$ cat src/rtl/conversor_binario_bcd_if.sv
// Handshake/data bundle between the processor datapath and the
// binary-to-BCD converter.
//   master: drives start/valor/com_sinal, observes the result
//   slave : the converter itself
// Signals:
//   start     request conversion of valor (accepted only while idle)
//   valor     WIDTH-bit binary value
//   com_sinal 1: valor is two's complement, 0: unsigned
//   bcd       DIGITS packed BCD digits, digit 0 in bits [3:0]
//   negativo  last completed result was negative
//   ocupado   conversion in progress
//   pronto    one-cycle pulse, bcd/negativo just updated
interface conversor_binario_bcd_if #(
   parameter int WIDTH  = 16,
   parameter int DIGITS = 5
);
   logic                  start;
   logic [WIDTH-1:0]      valor;
   logic                  com_sinal;
   logic [4*DIGITS-1:0]   bcd;
   logic                  negativo;
   logic                  ocupado;
   logic                  pronto;

   modport master (
      output start, valor, com_sinal,
      input  bcd, negativo, ocupado, pronto
   );

   modport slave (
      input  start, valor, com_sinal,
      output bcd, negativo, ocupado, pronto
   );
endinterface

$ cat src/rtl/conversor_binario_bcd.sv
// Sequential binary-to-BCD converter (shift-add-3) feeding the per-digit
// 7-segment decoders. A value is taken on a start pulse, converted in WIDTH
// shift cycles, and the registered digit bank is only updated when the
// conversion completes, so displays never show intermediate shift states.
// Ports:
//   clock    system clock, rising edge
//   reset_n  asynchronous reset, active low
//   bus      conversor_binario_bcd_if.slave (start/valor/com_sinal in,
//            bcd/negativo/ocupado/pronto out)
//
// state   | meaning
// --------+------------------------------------------------------------
// OCIOSO  | idle, waiting for start; outputs hold last result
// DESLOCA | one add-3/shift step per cycle, WIDTH steps in total
// FIM     | load blanked digits and sign into output regs, pulse pronto
module conversor_binario_bcd #(
   parameter int WIDTH       = 16,
   parameter int DIGITS      = 5,
   parameter bit APAGA_ZEROS = 1'b1
) (
   input logic                   clock,
   input logic                   reset_n,
   conversor_binario_bcd_if.slave bus
);

   localparam int BW    = 4 * DIGITS;
   localparam int CNT_W = $clog2(WIDTH);
   // digit 0 shows "0", all higher digits blank (4'hF) when blanking is on
   localparam logic [BW-1:0] BCD_RST = APAGA_ZEROS ? ({BW{1'b1}} << 4) : '0;

   typedef enum logic [1:0] {
      OCIOSO  = 2'd0,
      DESLOCA = 2'd1,
      FIM     = 2'd2
   } estado_t;

   estado_t          estado;
   logic [CNT_W-1:0] cnt;
   logic [BW-1:0]    scratch;
   logic [WIDTH-1:0] mag;
   logic             sinal;
   logic [BW-1:0]    bcd_q;
   logic             neg_q;
   logic             pronto_q;

   logic [WIDTH-1:0] mag_in;
   logic [BW-1:0]    ajustado;
   logic [BW-1:0]    apagado;
   logic             lider;

   // the most negative two's complement value wraps to 2**(WIDTH-1),
   // which is exactly its magnitude when read as unsigned
   assign mag_in = (bus.com_sinal && bus.valor[WIDTH-1]) ? (~bus.valor + WIDTH'(1)) : bus.valor;

   always_comb begin
      ajustado = scratch;
      for (int i = 0; i < DIGITS; i++) begin
         if (scratch[4*i +: 4] >= 4'd5)
            ajustado[4*i +: 4] = scratch[4*i +: 4] + 4'd3;
      end
   end

   // leading-zero blanking: walk down from the top digit until the first
   // non-zero one; digit 0 is never blanked
   always_comb begin
      apagado = scratch;
      lider   = 1'b1;
      if (APAGA_ZEROS) begin
         for (int i = DIGITS - 1; i > 0; i--) begin
            if (lider && (scratch[4*i +: 4] == 4'd0))
               apagado[4*i +: 4] = 4'hF;
            else
               lider = 1'b0;
         end
      end
   end

   always_ff @(posedge clock or negedge reset_n) begin
      if (!reset_n) begin
         estado   <= OCIOSO;
         cnt      <= '0;
         scratch  <= '0;
         mag      <= '0;
         sinal    <= 1'b0;
         bcd_q    <= BCD_RST;
         neg_q    <= 1'b0;
         pronto_q <= 1'b0;
      end else begin
         pronto_q <= 1'b0;
         case (estado)
            OCIOSO: begin
               if (bus.start) begin
                  mag     <= mag_in;
                  sinal   <= bus.com_sinal & bus.valor[WIDTH-1];
                  scratch <= '0;
                  cnt     <= CNT_W'(WIDTH - 1);
                  estado  <= DESLOCA;
               end
            end
            DESLOCA: begin
               {scratch, mag} <= {ajustado, mag} << 1;
               if (cnt == '0)
                  estado <= FIM;
               else
                  cnt <= cnt - CNT_W'(1);
            end
            FIM: begin
               bcd_q    <= apagado;
               // a zero result is never flagged negative
               neg_q    <= sinal && (scratch != '0);
               pronto_q <= 1'b1;
               estado   <= OCIOSO;
            end
            default: estado <= OCIOSO;
         endcase
      end
   end

   assign bus.bcd      = bcd_q;
   assign bus.negativo = neg_q;
   assign bus.pronto   = pronto_q;
   assign bus.ocupado  = (estado != OCIOSO);

endmodule

$ cat src/flat_wrapper.sv
// flat-port wrapper written by rule: the top's interface ports become plain ports
module conversor_binario_bcd_flat 
#(
   parameter int WIDTH       = 16,
   parameter int DIGITS      = 5,
   parameter bit APAGA_ZEROS = 1'b1
)
  (clock, reset_n, bus_start, bus_valor, bus_com_sinal, bus_bcd, bus_negativo, bus_ocupado, bus_pronto);
  conversor_binario_bcd_if #(.WIDTH(WIDTH), .DIGITS(DIGITS)) bus_i ();
  input logic clock;
  input logic reset_n;
  input wire logic [$bits(bus_i.start)-1:0] bus_start;
  input wire logic [$bits(bus_i.valor)-1:0] bus_valor;
  input wire logic [$bits(bus_i.com_sinal)-1:0] bus_com_sinal;
  output wire logic [$bits(bus_i.bcd)-1:0] bus_bcd;
  output wire logic [$bits(bus_i.negativo)-1:0] bus_negativo;
  output wire logic [$bits(bus_i.ocupado)-1:0] bus_ocupado;
  output wire logic [$bits(bus_i.pronto)-1:0] bus_pronto;
  assign bus_i.start = bus_start;
  assign bus_i.valor = bus_valor;
  assign bus_i.com_sinal = bus_com_sinal;
  assign bus_bcd = bus_i.bcd;
  assign bus_negativo = bus_i.negativo;
  assign bus_ocupado = bus_i.ocupado;
  assign bus_pronto = bus_i.pronto;
  conversor_binario_bcd #(.WIDTH(WIDTH), .DIGITS(DIGITS), .APAGA_ZEROS(APAGA_ZEROS)) u_core (.clock(clock), .reset_n(reset_n), .bus(bus_i));
endmodule
$ cat config.mk
export PLATFORM = sky130hd
export DESIGN_NAME = conversor_binario_bcd_flat
export DESIGN_NICKNAME = d
export VERILOG_FILES = /design/src/rtl/conversor_binario_bcd_if.sv /design/src/rtl/conversor_binario_bcd.sv /design/src/flat_wrapper.sv
export SDC_FILE = /design/constraint.sdc
export NUM_CORES = 1
export LEC_CHECK = 0
export CAP_MARGIN = 30
export CORE_MARGIN = 2
export CORE_UTILIZATION = 55
export CTS_CLUSTER_DIAMETER = 30
export DETAILED_ROUTE_END_ITERATION = 10
export HOLD_SLACK_MARGIN = 0.03
export PLACE_DENSITY = 0.79
export SETUP_SLACK_MARGIN = 0.1
export SLEW_MARGIN = 20
export SYNTH_ARGS = -nofsm -noshare
export SYNTH_HDL_FRONTEND = slang
export SYNTH_SLANG_ARGS = --single-unit
$ cat constraint.sdc
create_clock -name clock -period 2.4 [get_ports clock]
set_input_delay 0.48 -clock clock [delete_from_list [all_inputs] [get_ports clock]]
set_output_delay 0.48 -clock clock [all_outputs]
set_load 0.005 [all_outputs]
Yosys cells after proc, flatten, opt, wreduce, memory -nomap -nowiden
Cells that the tools add are included.
W data, S select, Z words.
{ "totals": {"register_bits": 65, "out_inout_bits": 23, "wordCells": 69} }
{ "classes": {"add_sub_neg": 7, "magnitude_cmp": 5, "n_eq_ne": 5, "n_mux": 24, "n_bitwise": 2, "n_reduce_logical": 18} }
{ "op_table": {"columns": ["operator", "count"], "rows": [
  ["$mux W4", 10],
  ["$pmux W20 S2", 1],
  ["$mux W16", 2],
  ["$pmux W16 S2", 1],
  ["$ge A4 B3 Y1 const B", 5],
  ["$logic_not A4 Y1", 5],
  ["$mux W20", 1],
  ["$reduce_bool A20 Y1", 1],
  ["$add A16 B1 Y16 const B", 1],
  ["$add A4 B2 Y4 const B", 4],
  ["$not A16 Y16", 1],
  ["$pmux W4 S2", 1],
  ["$reduce_and A2 Y1", 3],
  ["$logic_and A1 B1 Y1", 5],
  ["$mux W1", 4],
  ["$mux W2", 2],
  ["$ne A2 B2 Y1 const B", 2],
  ["$pmux W2 S2", 1],
  ["$reduce_bool A2 Y1", 2],
  ["$sub A4 B1 Y4 const B", 1],
  ["$add A3 B2 Y3 const B", 1],
  ["$mux W3", 1],
  ["$reduce_and A3 Y1", 1],
  ["$eq A2 B1 Y1 const B", 1],
  ["4 further kinds", 4]
]} }

Longest topological paths before layout
{ "depth": {"word_depth": 8, "depth_mapped": 7} }

Least setup slack after synthesis
OpenSTA, ideal clock, no wires.
{ "synth_path": {"path_kind": "input to register", "from": "in bus_valor[4]", "to": "reg u_core.mag[10]", "setup_time_ns": 0.131, "arrival_time_ns": 1.700, "setup_slack_ns": 0.569, "path_stages": 5, "path_cell_list": "or4_4 -> or2_4 -> o31ai_4 -> xor2_1 -> o21ai_1"} }
{ "synth_via": {"elab_chain_len": 5} }
{ "synth_lines": {"columns": ["item", "line", "text"], "rows": [
  ["from (decl)", "flat_wrapper.sv:13", "input wire logic [$bits(bus_i.valor)-1:0] bus_valor;"],
  ["$not A16 Y16", "conversor_binario_bcd.sv:53", "assign mag_in = (bus.com_sinal && bus.valor[WIDTH-1]) ? (~bus.valor + WIDTH'(1)) : bus.valor;"],
  ["$add A16 B1 Y16", "conversor_binario_bcd.sv:53", null],
  ["$mux W16", "conversor_binario_bcd.sv:53", null],
  ["$mux W16", "conversor_binario_bcd.sv:92", "if (bus.start) begin"],
  ["$pmux W16 S2", "conversor_binario_bcd.sv:90", "case (estado)"],
  ["to (signal assigned)", "conversor_binario_bcd.sv:93", "mag <= mag_in;"],
  ["to (signal assigned)", "conversor_binario_bcd.sv:101", "{scratch, mag} <= {ajustado, mag} << 1;"],
  ["to (decl)", "conversor_binario_bcd.sv:40", "logic [WIDTH-1:0] mag;"]
]} }
Every way passes these cells. The select of a mux whose other input is x is not followed.
A chain may end at the register's enable or synchronous reset.

Final worst setup path
{ "layout_path": {"from": "reg u_core.scratch[16]", "to": "reg u_core.neg_q, in the netlist u_core.bus.negativo"} }
{ "layout_via": {"elab_chain_len": 2} }
{ "layout_lines": {"columns": ["item", "line", "text"], "rows": [
  ["from (decl)", "conversor_binario_bcd.sv:39", "logic [BW-1:0] scratch;"],
  ["from (signal assigned)", "conversor_binario_bcd.sv:101", null],
  ["$reduce_bool A20 Y1", "conversor_binario_bcd.sv:110", "neg_q <= sinal && (scratch != '0);"],
  ["$logic_and A1 B1 Y1", "conversor_binario_bcd.sv:110", null],
  ["to (signal assigned)", "conversor_binario_bcd.sv:110", null],
  ["to (decl)", "conversor_binario_bcd.sv:43", "logic neg_q;"]
]} }
Every way passes these cells.

==> impl_metrics.env <==
export IMPL_status="complete, no violations"
export IMPL_clkSinkCount=65
export IMPL_num_fill_cells=501
export IMPL_crit_path_end_kind="flop"
export IMPL_final_nets=446
export IMPL_grtUsageTotal_pct=23.0
export IMPL_intPower_mw=3.12
export IMPL_layout_drive_gt1_share_pct=12.0
export IMPL_antenna_cells_inserted=0
export IMPL_arrival_ns=2.31
export IMPL_worstPathMaxFanout=6
export IMPL_drcViolationCount=0
export IMPL_seqPwrFrac_pct=40.6
export IMPL_critPathBufInv=1
export IMPL_cts_tree="done"
export IMPL_grt_use_met2_pct=41.2
export IMPL_drt_vias_per_instance=5.73
export IMPL_r2r_end="u_core.bus.negativo"
export IMPL_syn_area_mm2=0.00341
export IMPL_cts_hold_fix_buffers=0
export IMPL_wl_per_cell_um=14.3
export IMPL_netSwitchingFraction_pct=36.6
export IMPL_worstSetupPathType="reg -> reg"
export IMPL_worstPathCellList="inv_1 -> ha_1 -> nor3b_1 -> and3_1 -> nand4_1 -> o21ai_0 -> o21ai_0"
export IMPL_reg2reg_from="u_core.scratch[16]"
export IMPL_powerDensity_mw_per_mm2=1180
export IMPL_ys_warn_count=0
export IMPL_pin_count=43
export IMPL_first_global_vias=2710
export IMPL_cp_common_cell="o21ai_0"
export IMPL_r2r_slack_ns=0.31
export IMPL_die_w_um=82.8
export IMPL_setup_viol=0
export IMPL_yosysTopAreaCell="dfrtp_1"
export IMPL_ctsHtreeMaxLevel=3
export IMPL_drv_cap=0
export IMPL_hold_violations=0
export IMPL_busiest_layer="met2"
export IMPL_overflow=0
export IMPL_drt_wl_total_mm=7.01
export IMPL_grt_max_degree=66
export IMPL_period_minus_slack_ns=2.09
export IMPL_p_leak_nw=1.77
export IMPL_syn_inst=361
export IMPL_max_stage_delay_ns=0.41
export IMPL_start_kind="flop"
export IMPL_ctsResizeCount=0
export IMPL_synthesis_nets=397
export IMPL_antenna_found_initial=0
export IMPL_combPwrFrac_pct=40.4
export IMPL_syn_avg_cell_area_um2=9.45
export IMPL_clkTransAtPathRegs_ns=0.07
export IMPL_final_cell_mix="dfrtp_1, clkdlybuf4s50_1, o21ai_0"
export IMPL_ir_drop_mv=0.599
export IMPL_core_mm2=0.00596
export IMPL_postCtsSetupRepairBufs=0
export IMPL_drt_iter0_markers=141
export IMPL_start_util_pct=57.3
export IMPL_final_common_cell="dfrtp_1"
export IMPL_globalplace_congestion=0.816
export IMPL_first_pass_iters=4
export IMPL_tightest_slew_ns=0.858
export IMPL_clockBufferDepth=2
export IMPL_synthTopCellsByArea="dfrtp_1, dfstp_2, ha_1"
export IMPL_slowest_stage="dfrtp_1"
export IMPL_numCtsBuffers=9
export IMPL_clkPwrFrac_pct=19.0
export IMPL_critPathTopFamily="simple AND/OR/NAND/NOR gates"
export IMPL_yosysUniqueCellTypes=41
export IMPL_placed_cell_area_mm2=0.00398
export IMPL_port_buffers=42
export IMPL_synth_seq_cells=65
export IMPL_dp_final_hpwl_mm=5.02
export IMPL_max_freq_ghz=0.479
export IMPL_yosysSeqAreaShare_pct=48.3
export IMPL_fin_setup_tns_ns=0
export IMPL_r2r_cells=7
export IMPL_vias=2808
export IMPL_antenna_left=0
export IMPL_num_rows=28
export IMPL_synth_top_area_share_pct=35.9
export IMPL_met1_usage_pct=26.5
export IMPL_drv_slew=0
export IMPL_final_period_utilization_pct=87.0
export IMPL_met3_usage_pct=4.57
export IMPL_grt_pass1_wl_mm=11.8
export IMPL_crit_required_ns=2.63
export IMPL_dieArea_mm2=0.00685
export IMPL_grt_setup_unrepaired="no"
export IMPL_chipHeight_um=82.8
export IMPL_syn_to_final_growth_pct=22.4
export IMPL_final_cell_area_mm2=0.00418
export IMPL_clockRootBuffer="clkbuf_8"
export IMPL_hold_path_class="in -> async"
export IMPL_maxSlewHeadroom_pct=42.6
export IMPL_power_switching_mw=1.80
export IMPL_clock_skew_ns=0.00916
export IMPL_worstSkewPairLatency_ns=0.35
==> cell families (layout without fill, tap and decap cells) <==
kind of cell,after synthesis,count (layout),share of synthesized area (%)
DFF,65,65,48.3
AOI/OAI and AO/OA,112,112,20.5
muxes,2,2,0.587
and+or+nand+nor,115,115,16.6
xor gates and xnor gates,17,17,4.36
buffers and inverters,34,88,3.74
adders and majority gates,16,16,5.87
==> per-stage QoR <==
stage                     setup WS [ns]  utilization, %  power (mW)  instances  hold slack, ns
after global placement            0.108            66.8        3.88        474           0.440
after floorplan                   0.569               -        3.23        361           0.184
after CTS                         0.314            70.1        4.94        490           0.145
after global routing              0.115            70.1        5.32        490           0.166
final                             0.313            70.1        4.92        490           0.127
after detailed placement         0.0665            66.8        4.00        474           0.446
==> registers in the layout (all words and copies together) (netlist names) <==
| name | flops |
|---|---|
| u_core.bus.bcd | 20 |
| u_core.scratch | 20 |
| u_core.mag | 16 |
| u_core.cnt | 4 |
| u_core.estado | 2 |
| u_core.bus.negativo | 1 |
| u_core.bus.pronto | 1 |
| u_core.sinal | 1 |
==> worst register-to-register path, cell delays in order (launching register included) <==
cell     delay [ns]
dfrtp_1        0.41
inv_1          0.10
ha_1           0.26
nor3b_1        0.34
and3_1         0.27
nand4_1        0.23
o21ai_0        0.26
o21ai_0        0.10
==> per-layer routing <==
metal / part of all wire (%) / vias to the layer above
li1: - / 1374
met3: 4.2 / 10
met1: 44 / 1356
met4: 1.9 / 0
met2: 50 / 68
met5: 0 / -
==> power groups by stage <==
stage	registers, mW	logic (mW)	clock network (mW)
6_report	2.00	1.99	0.935
5_1_grt	2.06	2.28	0.989
4_1_cts	1.99	2.01	0.944
3_5_place_dp	2.01	1.99	0
3_3_place_gp	1.98	1.90	0
2_1_floorplan	1.93	1.31	0
==> worst max-delay path by stage <==
stage / start / end / slack, ns / cells past startpoint
after floorplan: bus_valor[4] / u_core.mag[10] / 0.57 / 5
after global placement: bus_valor[4] / u_core.mag[10] / 0.11 / 6
after detailed placement: bus_valor[5] / u_core.mag[10] / 0.07 / 6
after CTS: u_core.scratch[16] / u_core.bus.negativo / 0.31 / 7
after global routing: u_core.scratch[16] / u_core.bus.negativo / 0.12 / 7
final: u_core.scratch[16] / u_core.bus.negativo / 0.31 / 7
==> synthesized netlist by cell type <==
master	number
or4_4	1
or3_1	1
nor3b_1	4
and2_1	2
a32o_1	6
nand3_1	15
o31ai_4	1
o211ai_1	2
dfstp_2	16
a21oi_1	23
mux2i_1	2
inv_1	18
a31o_1	1
nor2_1	29
nor3b_2	1
nand2b_1	9
or2_4	1
nand2_1	37
o32ai_1	2
xnor2_1	13
clkbuf_1	16
o31ai_1	9
or2_2	1
nor4_4	1
and3_1	3
a22oi_1	10
nand4_1	1
a22o_1	1
o21ai_0	38
nor4_1	3
a32oi_1	1
o21ai_1	8
xor2_1	4
ha_1	16
a31oi_1	6
nor2b_1	1
or3b_2	1
o22a_1	4
and2_0	1
dfrtp_1	49
nor3_1	3
==> area by class of cell <==
cell class / count / area, µm² / share of cell area, %
clock buffer: 13 / 159 / 3.81
multi-input combinational: 262 / 1640 / 39.2
tap: 75 / 93.8 / 2.25
clock inverter: 3 / 40.0 / 0.959
sequential: 65 / 1650 / 39.4
inverter: 18 / 67.6 / 1.62
timing repair buffer: 54 / 531 / 12.7
(Power assumes the default switching activity.)
